**src/rtl/ic_tester_pkg.sv**
```systemverilog
// Shared definitions for the logic-gate IC test sequencer: family/op codes,
// FSM states and the golden gate model.
package ic_tester_pkg;

  localparam logic [2:0] FAM_NOT = 3'b000;
  localparam logic [2:0] FAM_IN2 = 3'b001;
  localparam logic [2:0] FAM_IN3 = 3'b010;
  localparam logic [2:0] FAM_IN4 = 3'b011;
  localparam logic [2:0] FAM_IN8 = 3'b100;

  localparam logic [1:0] OP_AND  = 2'b00;
  localparam logic [1:0] OP_OR   = 2'b01;
  localparam logic [1:0] OP_NAND = 2'b10;
  localparam logic [1:0] OP_NOR  = 2'b11;

  typedef enum logic [2:0] {
    ST_IDLE,
    ST_SETUP,
    ST_APPLY,
    ST_SAMPLE,
    ST_CHECK,
    ST_DONE
  } state_t;

  // Zero marks an invalid family code.
  function automatic logic [3:0] num_inputs(input logic [2:0] family);
    case (family)
      FAM_NOT: return 4'd1;
      FAM_IN2: return 4'd2;
      FAM_IN3: return 4'd3;
      FAM_IN4: return 4'd4;
      FAM_IN8: return 4'd8;
      default: return 4'd0;
    endcase
  endfunction

  function automatic logic family_valid(input logic [2:0] family);
    return num_inputs(family) != 4'd0;
  endfunction

  // Mask of the used stimulus bits; also equals the last vector V-1.
  function automatic logic [7:0] vec_mask(input logic [2:0] family);
    logic [8:0] full;
    full = (9'd1 << num_inputs(family)) - 9'd1;
    return full[7:0];
  endfunction

  function automatic logic golden(input logic [2:0] family, input logic [1:0] op,
                                  input logic [7:0] stim);
    logic [7:0] m;
    logic       red;
    m = vec_mask(family);
    if (family == FAM_NOT) return ~stim[0];
    if (op == OP_AND || op == OP_NAND) red = &(stim | ~m);
    else                               red = |(stim & m);
    return (op == OP_NAND || op == OP_NOR) ? ~red : red;
  endfunction

endpackage

```
**src/rtl/sync_2ff.sv**
```systemverilog
// Two-flop synchronizer for the asynchronous DUT gate output.
module sync_2ff (
  input  logic clk,
  input  logic reset,
  input  logic d,
  output logic q
);

  logic meta;

  always_ff @(posedge clk) begin
    if (reset) begin
      meta <= 1'b0;
      q    <= 1'b0;
    end else begin
      meta <= d;
      q    <= meta;
    end
  end

endmodule

```
**src/rtl/ic_test_sequencer.sv**
```systemverilog
// Runs one exhaustive functional test of a logic-gate IC and reports
// pass/fail with the first failing input vector.
//
// state  | meaning
// IDLE   | waiting for start; results held
// SETUP  | validate latched family, reset stimulus
// APPLY  | hold stim for SETTLE_CYCLES clocks
// SAMPLE | capture synchronized DUT response
// CHECK  | compare against golden, advance or finish
// DONE   | one-cycle done pulse
module ic_test_sequencer
  import ic_tester_pkg::*;
#(
  parameter int SETTLE_CYCLES = 4
) (
  input  logic       clk,
  input  logic       reset,
  input  logic       start,
  input  logic [2:0] ic_family,
  input  logic [1:0] gate_op,
  input  logic       dut_out,
  output logic [2:0] select,
  output logic [7:0] stim,
  output logic       busy,
  output logic       done,
  output logic       pass,
  output logic       bad_family,
  output logic [7:0] fail_vector
);

  localparam logic [7:0] SETTLE_LAST = 8'(SETTLE_CYCLES - 1);

  state_t     state, state_next;
  logic [1:0] op_q;
  logic [7:0] settle_cnt;
  logic       dut_sync;
  logic       resp;
  logic       match;
  logic       last_vec;

  sync_2ff u_sync (
    .clk   (clk),
    .reset (reset),
    .d     (dut_out),
    .q     (dut_sync)
  );

  assign match    = (resp == golden(select, op_q, stim));
  assign last_vec = (stim == vec_mask(select));

  always_ff @(posedge clk) begin
    if (reset) state <= ST_IDLE;
    else       state <= state_next;
  end

  always_comb begin
    state_next = state;
    busy       = 1'b0;
    done       = 1'b0;
    case (state)
      ST_IDLE: begin
        if (start) state_next = ST_SETUP;
      end
      ST_SETUP: begin
        busy       = 1'b1;
        state_next = family_valid(select) ? ST_APPLY : ST_DONE;
      end
      ST_APPLY: begin
        busy = 1'b1;
        if (settle_cnt == SETTLE_LAST) state_next = ST_SAMPLE;
      end
      ST_SAMPLE: begin
        busy       = 1'b1;
        state_next = ST_CHECK;
      end
      ST_CHECK: begin
        busy       = 1'b1;
        state_next = (!match || last_vec) ? ST_DONE : ST_APPLY;
      end
      ST_DONE: begin
        done       = 1'b1;
        state_next = ST_IDLE;
      end
      default: state_next = ST_IDLE;
    endcase
  end

  always_ff @(posedge clk) begin
    if (reset) begin
      select      <= 3'b000;
      op_q        <= 2'b00;
      stim        <= 8'h00;
      settle_cnt  <= 8'h00;
      resp        <= 1'b0;
      pass        <= 1'b0;
      bad_family  <= 1'b0;
      fail_vector <= 8'h00;
    end else begin
      case (state)
        ST_IDLE: begin
          if (start) begin
            select      <= ic_family;
            op_q        <= gate_op;
            pass        <= 1'b0;
            bad_family  <= 1'b0;
            fail_vector <= 8'h00;
          end
        end
        ST_SETUP: begin
          if (!family_valid(select)) begin
            bad_family <= 1'b1;
            pass       <= 1'b0;
          end else begin
            stim       <= 8'h00;
            settle_cnt <= 8'h00;
          end
        end
        ST_APPLY:  settle_cnt <= settle_cnt + 8'd1;
        ST_SAMPLE: resp <= dut_sync;
        ST_CHECK: begin
          if (!match) begin
            fail_vector <= stim;
            pass        <= 1'b0;
          end else if (last_vec) begin
            pass <= 1'b1;
          end else begin
            stim       <= stim + 8'd1;
            settle_cnt <= 8'h00;
          end
        end
        ST_DONE: stim <= 8'h00;
        default: ;
      endcase
    end
  end

endmodule

```
**config.mk**
```make
export PLATFORM = sky130hd
export DESIGN_NAME = ic_test_sequencer
export DESIGN_NICKNAME = d
export VERILOG_FILES = /design/src/rtl/ic_tester_pkg.sv /design/src/rtl/sync_2ff.sv /design/src/rtl/ic_test_sequencer.sv
export SDC_FILE = /design/constraint.sdc
export NUM_CORES = 1
export LEC_CHECK = 0
export BUFFER_PORTS_ARGS = -buffer_cell sky130_fd_sc_hd__buf_2
export CORE_MARGIN = 3
export CORE_UTILIZATION = 45
export CTS_BUF_LIST = sky130_fd_sc_hd__clkbuf_16
export DETAILED_ROUTE_END_ITERATION = 16
export GPL_TIMING_DRIVEN = 0
export PLACE_DENSITY = 0.62
export SYNTH_ARGS = -nofsm -noshare
export SYNTH_HDL_FRONTEND = slang
export SYNTH_HIERARCHICAL = 1
export SYNTH_SLANG_ARGS = --single-unit
```
**constraint.sdc**
```tcl
create_clock -name clk -period 3.78 [get_ports clk]
set_input_delay 0.756 -clock clk [delete_from_list [all_inputs] [get_ports clk]]
set_output_delay 0.756 -clock clk [all_outputs]
set_load 0.05 [all_outputs]
```
==> key figures <==
Timing
  • Fmax achieved: 285 MHz
  • Period utilization: 92.9%
  • Layout Skew: 3.09 ps
  • Final setup violation count: 0
  • Worst-Margin Slew: 1080 ps
  • WHS: 445 ps
  • Final hold violations: 0
  • Tmin final: 3510 ps
  • Pins Over Slew Limit: 0
  • Slew margin rel.: 26.1%

Route
  • Final ANT Viol Nets: 0
  • Final WL: 5510 µm
  • Vias/cell: 5.49
  • DRT iter0 DRCs: 157
  • DRC violations left: 0
  • WL/cell: 14.1 µm
  • 1st-pass router iterations: 4
  • Total number of vias: 2141

Power and ir drop
  • Maximum vdd drop: 289 µV
  • Comb pwr share: 43.5%
  • P_sw: 600 µW
  • Overall Power: 1480 µW
  • Sequential share of power: 29.9%
  • Leak: 0.00117 µW
  • Int Power: 877 µW
  • Switching Share: 40.6%
  • Clock Power Share: 26.6%
  • Cell Pwr Density: 539 nW/µm²

Placement
  • Port Buf Inserts: 31
  • Final GP Congestion: 0.813
  • Detailed placement HPWL: 4110 µm
  • Dpl cells: 382

Clocking
  • Clock buffer depth: 2
  • Number of H-tree levels: 2
  • TritonCTS Buffers: 5
  • Clk pin slew, worst setup/hold paths: 50 ps
  • CTS root buf: clkbuf_16
  • Worst-Skew Late Latency: 280 ps
  • TritonCTS clock tree: built
  • Clock sink count: 37

Worst setup path
  • Worst-path cell chain: nor2_1 -> nor2b_4 -> inv_1 -> ha_1 -> inv_1 -> ha_1 -> nor4_2 -> a21oi_1 -> o32a_1 -> mux2_1 -> a211o_1 -> buf_6 -> a32o_1
  • CP required: 3950 ps
  • Slowest stage delay, CP: 420 ps
  • Worst EP arrival: 3680 ps
  • CP Capture Type: flop
  • Worst path top cell family by delay: compound AO/OA/AOI/OAI gates
  • Buf/Inv on CP: 3
  • CP Launch Type: flop
  • Slowest CP cell: dfxtp_1
  • Critical path type: flop to flop
  • Worst Path Max Fanout: 9

Layout
  • Fin nets: 351
  • # fillers: 462
  • Non-Filler Instances: 390
  • Util after Layout: 56.5%
  • Layout cells sized above 1: 16.7%
  • Sequential cell area: 741 µm²
  • Multi-input gate area: 1480 µm²
  • N_diodes: 0
  • Layout area overhead: 17.8%

Logic synthesis
  • Seq/Total Area, Yosys: 31.8%
  • Top cell type's share of synthesized area: 31.8%
  • Seq cells post-synth: 37
  • Net count after synthesis: 312
  • Number of synthesized flops with an enable pin: 0
  • Post-synthesis cell count: 284
  • Syn. warnings: 6
  • Post-Syn Area per Cell: 8.19 µm²
  • Cell Area, Synth: 2330 µm²
  • Main synth FF type: dfxtp_1
  • Library cells used by synthesis: 50
  • Post-synth ARST share: 0%
  • Ranking of synthesized cells by area: dfxtp_1 32%, ha_1 10%, mux2i_1 6.5%
  • Synth area leader: dfxtp_1

Die
  • Die area: 6070 µm²
  • Die width: 77.9 µm
  • Die Span Y: 77.9 µm
  • Row count: 25
  • Core Region: 4850 µm²
  • I/O pin total: 32
  • Initial core utilization: 48.0%

Global routing
  • Gr usage total: 19.0%
  • Initial antenna violation count: 0
  • GRT overflow: 0
  • First-pass GRT wire length: 9440 µm
  • Vias in the first global route: 1960
  • Largest net degree at the start of global routing: 12

Flow run
  • Max Cap Viol: 0

Run status
  • Status: finished clean

Min path
  • Worst min path class: flop to flop
==> worst register-to-register path, cell delays in order, from the launching register on <==
cell and delay (ps):
dfxtp_1 420, nor2_1 150, nor2b_4 210, inv_1 160, ha_1 310, inv_1 50, ha_1 180, nor4_2 370
a21oi_1 140, o32a_1 420, mux2_1 340, a211o_1 290, buf_6 150, a32o_1 210
==> Yosys cell counts (5+ instances only) <==
cell type	number
dfxtp_1	37
nand4_1	8
o21ai_0	6
clkbuf_1	10
a21oi_1	17
nand2_1	32
inv_1	16
and2_1	6
o21a_1	5
ha_1	19
mux2i_1	15
nor3_1	8
nor2b_1	7
nand3_1	17
nor2_1	23
==> through the flow <==
stage	TNS, ps	instance area, µm²	setup slack (ps)
global placement	-31.1	2560	-31.1
CTS	0	2710	178
finish	0	2740	268
detailed placement	-50.5	2560	-45.5
global route	-87.2	2740	-30.6
floorplan	0	2330	192
==> path summary, 6_finish.rpt <==
| path | from | endpoint | slack [ps] | cells after the start |
|---|---|---|---|---|
| worst max-delay path | select[0]$_SDFFE_PP0P_ | state[1]$_SDFFE_PP0P_ | 270 | 13 |
| worst min-delay path | u_sync/meta$_SDFF_PP0_ | u_sync/q$_SDFF_PP0_ | 440 | 1 |
| worst max register to register | select[0]$_SDFFE_PP0P_ | state[1]$_SDFFE_PP0P_ | 270 | 13 |
| worst min register to register | u_sync/meta$_SDFF_PP0_ | u_sync/q$_SDFF_PP0_ | 440 | 1 |
==> kinds of logic after synthesis <==
kind of cell,count (synthesis),synth area share (%)
buffers and inverters,30,5.22
xor gates and xnor gates,1,0.377
AOI/OAI and AO/OA,60,18.8
muxes,16,6.94
adders and majority gates,19,10.2
DFF,37,31.8
and+or+nand+nor,121,26.6
==> repair_timing <==
item                       in CTS  in global routing
gates cloned                    0                  0
setup endpoints to repair      16                 12
pin swaps                       0                  1
setup buffers                   0                  1
hold buffers                    0                  0
gates resized for setup         2                  3
==> registers in the layout (all words and copies together) (netlist names) <==
register,flops
settle_cnt,8
state,3
fail_vector,8
select,3
op_q,2
resp,1
u_sync/q,1
pass,1
stim,8
bad_family,1
u_sync/meta,1
==> placed cells by master, fill, tap and decap left out, types with 4 or more instances in the layout <==
cell	Yosys	final
a211o_1	4	4
a211oi_2	4	4
a21oi_1	17	17
and2_1	6	6
and3_1	4	4
buf_2	1	32
clkbuf_1	10	10
clkbuf_16	0	5
dfxtp_1	37	37
ha_1	19	19
inv_1	16	17
mux2i_1	15	15
nand2_1	32	32
nand3_1	17	17
nand4_1	8	8
nor2_1	23	23
nor2b_1	7	6
nor3_1	8	8
o21a_1	5	5
o21ai_0	6	6
==> final cells by class <==
type                    instances  share of cell area, %
clock buffers                   5                   4.57
well taps                      67                   3.06
plain buffers                  13                   2.10
repair buffers                 32                   6.39
clock inverters                 2                  0.457
multi-input cells             217                   54.1
inverters                      17                   2.33
flip-flops and latches         37                   27.0
==> power groups by stage <==
stage          logic, µW  clock network, µW  registers [µW]
5_1_grt              712                421             445
3_3_place_gp         604                  0             448
4_1_cts              613                404             441
3_5_place_dp         607                  0             449
2_1_floorplan        455                  0             465
6_report             642                393             441
==> per-layer routing <==
metal	vias to the layer above	track usage, %	part of all wire [%]
met1	985	26.1	49
met3	5	3.94	4.8
met2	50	29.6	45
met4	0	6.29	0.94
met5	-	0	0
li1	1101	-	-
Note: power is estimated with default switching activity, not from simulation.
